[config.mk]
export PLATFORM = sky130hd
export DESIGN_NAME = sum_reduce
export DESIGN_NICKNAME = d
export VERILOG_FILES = /design/src/rtl/sum_reduce.sv
export SDC_FILE = /design/constraint.sdc
export NUM_CORES = 1
export LEC_CHECK = 0
export CAP_MARGIN = 0
export CORE_MARGIN = 10
export CORE_UTILIZATION = 45
export CTS_BUF_LIST = sky130_fd_sc_hd__clkbuf_8
export DETAILED_ROUTE_END_ITERATION = 6
export DONT_BUFFER_PORTS = 1
export SYNTH_ARGS = -nofsm -noshare
export SYNTH_HDL_FRONTEND = slang
export SYNTH_SLANG_ARGS = --single-unit
[constraint.sdc]
create_clock -name clk -period 3.34 [get_ports clk]
set_input_delay 0.668 -clock clk [delete_from_list [all_inputs] [get_ports clk]]
set_output_delay 0.668 -clock clk [all_outputs]
set_load 0.05 [all_outputs]
[src/rtl/sum_reduce.sv]
// Multi-cycle tree reduction (sum or unsigned max) of N_IN operands.
// Up to NUM_ADD pairs are combined per clock until a single value remains.
module sum_reduce #(
  parameter int N_IN    = 7,
  parameter int IN_W    = 10,
  parameter int NUM_ADD = 2,
  // $clog2(1) is 0, so a single operand keeps OUT_W at IN_W
  localparam int OUT_W  = IN_W + $clog2(N_IN)
) (
  input  logic                 clk,
  input  logic                 rst_n,
  input  logic                 r_enable,
  input  logic [N_IN*IN_W-1:0] init_data,
  input  logic                 mode,
  output logic                 busy,
  output logic                 w_enable,
  output logic [OUT_W-1:0]     result
);

  localparam int CNT_W = $clog2(N_IN + 1);

  typedef enum logic [1:0] {
    IDLE,
    REDUCE,
    DONE
  } state_t;

  state_t           r_state;
  state_t           w_state_nxt;
  logic [OUT_W-1:0] r_slot      [N_IN];
  logic [OUT_W-1:0] w_slot_nxt  [N_IN];
  logic [OUT_W-1:0] w_comb      [N_IN];
  logic [CNT_W-1:0] r_count;
  logic [CNT_W-1:0] w_count_nxt;
  logic             r_mode;
  logic             w_done;
  int               w_k;

  // Combine unit u pairs slots 2u and 2u+1; units that cannot exist read as zero
  for (genvar u = 0; u < N_IN; u++) begin : g_unit
    if (u < NUM_ADD && 2 * u + 1 < N_IN) begin : g_live
      logic [OUT_W-1:0] w_a;
      logic [OUT_W-1:0] w_b;
      assign w_a       = r_slot[2*u];
      assign w_b       = r_slot[2*u+1];
      assign w_comb[u] = r_mode ? ((w_a > w_b) ? w_a : w_b) : (w_a + w_b);
    end else begin : g_dead
      assign w_comb[u] = '0;
    end
  end

  always_comb begin
    // NOTE: every variable gets a value before any branch, so no latch is inferred.
    w_k = (int'(r_count) / 2 < NUM_ADD) ? int'(r_count) / 2 : NUM_ADD;
    for (int i = 0; i < N_IN; i++) begin
      w_slot_nxt[i] = r_slot[i];
      if (i < w_k) begin
        w_slot_nxt[i] = w_comb[i];
      end else if (i + w_k < N_IN) begin
        w_slot_nxt[i] = r_slot[i+w_k];
      end
    end
    w_count_nxt = r_count - CNT_W'(w_k);
    w_done      = (w_count_nxt == CNT_W'(1));
  end

  always_comb begin
    w_state_nxt = r_state;
    if (r_enable) begin
      w_state_nxt = REDUCE;
    end else if (r_state == REDUCE && w_done) begin
      w_state_nxt = DONE;
    end
  end

  // NOTE: sequential state uses non-blocking assignments so every register
  // samples pre-edge values regardless of statement order.
  always_ff @(posedge clk or negedge rst_n) begin
    if (!rst_n) begin
      r_state <= IDLE;
    end else begin
      r_state <= w_state_nxt;
    end
  end

  // NOTE: the operand slots carry no reset; they are always reloaded before use.
  always_ff @(posedge clk) begin
    if (r_enable) begin
      for (int i = 0; i < N_IN; i++) begin
        r_slot[i] <= OUT_W'(init_data[i*IN_W +: IN_W]);
      end
    end else if (r_state == REDUCE) begin
      r_slot <= w_slot_nxt;
    end
  end

  always_ff @(posedge clk or negedge rst_n) begin
    if (!rst_n) begin
      r_count  <= '0;
      r_mode   <= 1'b0;
      w_enable <= 1'b0;
      result   <= '0;
    end else if (r_enable) begin
      r_count  <= CNT_W'(N_IN);
      r_mode   <= mode;
      w_enable <= 1'b0;
    end else if (r_state == REDUCE) begin
      r_count <= w_count_nxt;
      if (w_done) begin
        result   <= w_slot_nxt[0];
        w_enable <= 1'b1;
      end
    end
  end

  assign busy = (r_state == REDUCE);

endmodule

==> summary.txt, run 1 <==
STA
  • Setup Total Neg Slack: 0 ps
  • Relative slew margins: 0.261
  • Slew Limit Fails: 0
  • RSZ-0062 raised after global routing: no
  • Crit share post-route: 0.952
  • Slew @ Worst Pin: 1110 ps
  • Final hold viol count: 0
  • Fmax: roughly 0.31 GHz
  • Finish-stage setup viols: 0
  • Worst clock skew: 20.2 ps
  • Final min period: 3180 ps

Synthesis
  • Post-synth top flop: edfxtp_1
  • Mapped Area: 0.00937 sq mm
  • Syn nets: 1,157
  • Post-synthesis register bit count: 111
  • Synth area leader: edfxtp_1
  • Ys async rst share: 0.180
  • Most common library cells after synthesis: nor2_1, a21oi_1, nand2_1
  • Syn_area_per_cell: 9.14 sq um
  • Dominant cells by area after synthesis: edfxtp_1, mux4_2, ha_1, dfrtp_1, a21oi_1
  • EDFF count, synth: 70
  • Yosys top cell area share: 0.224
  • Warnings from Yosys: 0
  • Netlist cell types: 72
  • Register area share after synthesis: 0.323
  • Mapped Cells: 1,025
  • Most frequent cell after synthesis: nor2_1

Global routing
  • Pin count of the biggest net entering global routing: ~130
  • Initial antenna violation count: 0
  • GRT Overall Usage: 0.245
  • Vias in the first global route: 8,067
  • First-pass GRT wire length: 50.7 mm
  • Overflow after GRT: 0

Clocking
  • CTS Root Cell: clkbuf_8
  • Maximum clock insertion buffer count: 2
  • CTS tree: done
  • Reg clk slew, reported paths: 130 ps
  • Clock Latency Late Sink: 400 ps
  • Depth of the CTS H-tree: 3
  • TritonCTS buffer count: 9
  • Post-CTS sizing: 0
  • Clock Sinks: 111

Routing
  • Drt drc: 0
  • First-pass iteration count of the detailed router: 6
  • Wirelength, routed: between 30 and 40 mm
  • Iteration-0 DRC Markers: between 1,000 and 1,500
  • Number of routed nets with antenna violations: 0
  • Vias per cell: 6.46
  • Via count: 8,369
  • Avg WL per Cell: 25.6 um

Power
  • Post-layout power: 11.7 mW
  • Pwr/cell area: 1160 mW/mm^2
  • Max VDD drop: 0.523 mV
  • Lkg Pwr: 4.05 nW

Setup path
  • Crit-path max FO: 18
  • Crit path capture type: register
  • WS Path Type: reg2reg
  • Reg-to-reg slack, setup: around 160 ps
  • Crit path DAT: 3330 ps
  • Worst r2r dst: g_unit[0].g_live.w_a[2]
  • Worst r2r src: g_unit[0].g_live.w_b[3]
  • Worst reg-to-reg path cell count: 9
  • Startpoint class of the critical path: register
  • Critical Path RT: 3490 ps

Floorplan
  • Die ar.: 0.0270 sq mm
  • Area of the core: 0.0204 sq mm
  • Initial core utilization: 0.460
  • Die height: 164 um
  • Row Count: 52
  • Ports: 89
  • Die W: 164 um

Placed design
  • Placed cell areas: 0.00985 sq mm
  • Placed insts: 1,278
  • DPL Wire Length: 24.9 mm
  • PortBufs: 0
  • Placer Congestion: 0.942

Job
  • MaxCap Viol Count: 0

Run status
  • Status: completed

Finish
  • Ant. Diodes: 0
  • # nets final: 1,152
  • Fillers: just under 2,000
  • Layout Cells excl Fill: between 1,000 and 1,500
  • Design Area, Final: 0.0101 sq mm
  • Area growth syn-to-layout: 7.41%
  • Layout cells sized above 1: 0.146

Worst hold path
  • Hold crit path type: in2async
-- through the flow --
| step | setup WS [ps] | utilization | hold slack (ps) |
|---|---|---|---|
| after floorplan | 178 | - | 372 |
| after global placement | 302 | 0.484 | 373 |
| after detailed placement | 287 | 0.484 | 373 |
| after CTS | 243 | 0.494 | 50.0 |
| after global routing | 34.5 | 0.494 | 41.3 |
| final | 160 | 0.494 | 55.2 |
-- sequential cells by signal, indices dropped and copies added (netlist names) --
register and flops:
r_state 2, result 13, g_unit.g_live.w_a 26, r_slot 39, r_count 3, w_enable 1
r_mode 1, g_unit.g_live.w_b 26
-- cell usage in the layout, fill, tap and decap left out, drive strengths merged, types with 4 or more instances in the layout --
| cell | n |
|---|---|
| o211ai | 6 |
| dfxtp | 21 |
| nor3b | 4 |
| and3 | 5 |
| ha | 55 |
| mux2i | 44 |
| a22oi | 12 |
| xor2 | 6 |
| a31oi | 8 |
| nand2b | 14 |
| o22ai | 17 |
| nor2 | 123 |
| clkbuf | 10 |
| a211o | 5 |
| and2 | 4 |
| or2 | 4 |
| nand3 | 11 |
| mux4 | 39 |
| a211oi | 7 |
| dfrtp | 20 |
| nor3 | 17 |
| o31ai | 18 |
| xnor2 | 10 |
| a222oi | 5 |
| o21ai | 65 |
| a21o | 5 |
| a22o | 13 |
| inv | 61 |
| nor2b | 9 |
| a21oi | 93 |
| o21bai | 4 |
| o221ai | 8 |
| nand2 | 84 |
| buf | 61 |
| nor4 | 5 |
| edfxtp | 70 |
| a221oi | 23 |
| mux2 | 16 |
-- critical path, cell delays in order (launching register included) --
cell and delay [ps]:
edfxtp_1 520, inv_1 190, ha_1 460, nand4_1 200
nor2_1 180, o31ai_2 120, a31oi_4 560, a21boi_0 250
o221ai_1 170, a32o_1 280
-- routing by layer --
| layer | global-route usage | routed length, um |
|---|---|---|
| met1 | 0.337 | 14200 |
| met2 | 0.390 | 15400 |
| met3 | 0.0501 | 2930 |
| met4 | 0.0520 | 658 |
| met5 | 0 | 0 |
-- final cells by class --
cell class	instances	area (sq um)	area share
multi-input combinational	779	5790	0.575
tap	270	338	0.0336
clock inverter	6	61.3	0.00609
timing repair buffer	61	495	0.0492
sequential	111	3020	0.300
clock buffer	10	138	0.0137
inverter	58	218	0.0216
-- how the worst max path moves through the flow --
| stage | from | to | slack [ps] | cells after the start |
|---|---|---|---|---|
| after floorplan | r_count[2] | result[12] | 180 | 14 |
| final | g_unit[0].g_live.w_b[3] | g_unit[0].g_live.w_a[2] | 160 | 9 |
| after global placement | g_unit[0].g_live.w_b[3] | g_unit[0].g_live.w_a[0] | 300 | 10 |
| after CTS | g_unit[0].g_live.w_b[3] | g_unit[0].g_live.w_a[0] | 240 | 10 |
| after global routing | g_unit[0].g_live.w_b[3] | g_unit[0].g_live.w_a[2] | 30 | 9 |
| after detailed placement | g_unit[0].g_live.w_b[3] | g_unit[0].g_live.w_a[0] | 290 | 10 |
-- what timing repair did --
action,4_1_cts,5_1_grt
setup endpoints to repair,0,0
hold endpoints to repair,20,0
setup buffers,0,0
hold buffers,1,0
-- power breakdown --
part | internal (mW) | switching [mW] | total [mW]
clock | 0.312 | 0.547 | 0.858
combinational | 3.06 | 4.67 | 7.72
sequential | 2.19 | 0.915 | 3.11
total | 5.56 | 6.13 | 11.7
-- logic make-up (layout without fill, tap and decap cells) --
kind of cell             Yosys count  after routing  share of synthesized area
adder cells (fa/ha/maj)           58             58                     0.0798
AO/OA/AOI/OAI                    315            315                      0.223
multiplexers                      99             99                      0.160
buffers and inverters            135            135                     0.0613
flip-flops                       111            111                      0.323
AND/OR/NAND/NOR                  291            291                      0.139
XOR/XNOR                          16             16                     0.0150
Power figures use the tool's default switching activity.
==> run 2, diff against run 1 <==
--- a/config.mk
+++ b/config.mk
@@ -7,10 +7,12 @@
 export LEC_CHECK = 0
 export CAP_MARGIN = 0
 export CORE_MARGIN = 10
-export CORE_UTILIZATION = 45
+export CORE_UTILIZATION = 50
 export CTS_BUF_LIST = sky130_fd_sc_hd__clkbuf_8
 export DETAILED_ROUTE_END_ITERATION = 6
 export DONT_BUFFER_PORTS = 1
+export HOLD_SLACK_MARGIN = 0.08
+export PLACE_DENSITY = 0.68
 export SYNTH_ARGS = -nofsm -noshare
 export SYNTH_HDL_FRONTEND = slang
 export SYNTH_SLANG_ARGS = --single-unit
==> summary.txt, run 2 (same netlist as run 1, synthesis figures left out) <==
Job
  • MaxCap Viol Count: 0

STA
  • Slew Limit Fails: 0
  • Final min period: 3050 ps
  • Relative slew margins: 0.297
  • Setup Total Neg Slack: 0 ps
  • Finish-stage setup viols: 0
  • Slew @ Worst Pin: 1050 ps
  • Slack of the critical path: 289 ps
  • Fmax: 0.328 GHz
  • Worst clock skew: 17.7 ps
  • RSZ-0062 raised after global routing: no
  • Crit share post-route: 0.913
  • Final hold viol count: 0

Floorplan
  • Die height: 157 um
  • Area of the core: 0.0186 sq mm
  • Die ar.: 0.0246 sq mm
  • Row Count: 50
  • Ports: 89
  • Die W: between 150 and 200 um
  • Initial core utilization: 0.504

Routing
  • Vias per cell: a little under 7
  • Drt drc: 0
  • Number of routed nets with antenna violations: 0
  • Via count: 8,534
  • First-pass iteration count of the detailed router: 7
  • Iteration-0 DRC Markers: 1,403
  • Avg WL per Cell: 26.6 um
  • Wirelength, routed: 33.4 mm

Clocking
  • CTS Root Cell: clkbuf_8
  • Depth of the CTS H-tree: 3
  • Maximum clock insertion buffer count: 2
  • TritonCTS buffer count: 9
  • Clock Latency Late Sink: 410 ps
  • CTS tree: done
  • Clock Sinks: around 110
  • Reg clk slew, reported paths: 130 ps
  • Number of post-CTS setup repair buffers: 0
  • Hold-fix buffers, CTS: 1
  • Post-CTS sizing: 0

Setup path
  • Crit-path max cell delay: 560 ps
  • Crit path DAT: roughly 3200 ps
  • Worst Setup SP: g_unit[1].g_live.w_b[0]
  • Worst r2r src: g_unit[1].g_live.w_b[0]
  • Cell Chain, Critical Path: ha_1 -> inv_1 -> fa_1 -> o21bai_1 -> a2111oi_0 -> buf_4 -> o21ba_2 -> o21bai_1 -> xnor2_1 -> a222oi_1 -> o21ai_0
  • Crit path max-delay family: compound AO/OA/AOI/OAI gates
  • Startpoint class of the critical path: register
  • Crit-path max FO: 7
  • Buf/Inv on CP: 2
  • CP most frequent cell: o21bai_1
  • Slowest stage cell, crit path: edfxtp_1
  • Critical Path RT: 3470 ps
  • Crit path capture type: register
  • WS Path Type: reg2reg

Placed design
  • Placer Congestion: roughly 1
  • Place WS: 392 ps
  • Placed insts: around 1,200
  • Placed cell areas: 0.00975 sq mm
  • DPL Wire Length: 24.8 mm
  • PortBufs: 0

Global routing
  • Initial antenna violation count: 1
  • GRT Overall Usage: 0.269
  • Overflow after GRT: 0
  • Pin count of the biggest net entering global routing: 125
  • First-pass GRT wire length: 50.0 mm
  • Vias in the first global route: 8,046

Finish
  • Area growth syn-to-layout: 6.57%
  • Reg with most FFs: r_slot
  • Design Area, Final: 0.00999 sq mm
  • Layout cells sized above 1: 0.139
  • Layout Cells excl Fill: between 1,000 and 1,500
  • Fillers: 1,713
  • Max reg flops: 39
  • Most common cell after layout, fill and taps aside: nor2_1
  • Most frequent cells in the layout: nor2_1, a21oi_1, nand2_1
  • # nets final: 1,145

Power
  • Lkg Pwr: 4.03 nW
  • Max VDD drop: 0.553 mV
  • Pwr/cell area: 1190 mW/mm^2
  • Post-layout power: approximately 12 mW

Worst hold path
  • Worst Hold Launch: r_enable
  • Hold crit path type: in2reg

Run status
  • Status: completed
==> run 2: cell count changes in the layout (fill, tap and decap cells not counted), sizes merged <==
cell / delta
buf: -8
bufinv: +2
clkbuf: -1
clkinv: -2
clkinvlp: -1
diode: +1
dlygate4sd3: +1
inv: +2
==> run 2: worst paths after layout <==
path,endpoint,slack [ps],depth (start not counted)
setup / recovery,g_unit[0].g_live.w_b[8],290,11
hold / removal,w_enable,330,1
setup reg to reg,g_unit[0].g_live.w_b[8],290,11
hold reg to reg,r_state[0],490,1
max in group asynchronous,r_count[2],1790,1
min in group asynchronous,r_count[0],870,1
==> run 2: cell type report <==
type | count | area (sq um) | share of cell area
clock buffers | 9 | 124 | 0.0124
repair buffers | 54 | 433 | 0.0433
multi-input cells | 779 | 5790 | 0.580
clock inverters | 7 | 101 | 0.0101
inverters | 58 | 218 | 0.0218
flip-flops and latches | 111 | 3020 | 0.303
diodes | 1 | 2.50 | 0.000251
well taps | 234 | 293 | 0.0293
==> run 2: power breakdown <==
group | switching (mW) | internal [mW] | leakage [nW]
registers | 1.02 | 2.20 | 1.15
clock network | 0.571 | 0.435 | 0.118
logic | 4.63 | 3.01 | 2.76
total | 6.22 | 5.64 | 4.03
==> run 2: worst register-to-register path, delay by kind of cell, from the launching register on <==
family / cells / cell delay [ps]
AOI/OAI and AO/OA: 6 / 1240
buffers and inverters: 2 / 230
adders and majority gates: 2 / 650
DFF: 1 / 560
xor gates and xnor gates: 1 / 110
==> run 2: layer usage <==
| metal | global-route usage | wire length, um | vias to the layer above |
|---|---|---|---|
| met5 | 0 | 0 | - |
| met4 | 0.142 | 1890 | 0 |
| met3 | 0.0685 | 4320 | 105 |
| met2 | 0.396 | 14300 | 633 |
| met1 | 0.358 | 12900 | 3989 |
| li1 | - | - | 3807 |
==> run 2: stage by stage <==
stage / util / hold WS, ps
2_1_floorplan: - / 372
3_3_place_gp: 0.525 / 373
3_5_place_dp: 0.525 / 373
4_1_cts: 0.537 / 310
5_1_grt: 0.538 / 306
6_report: 0.538 / 327
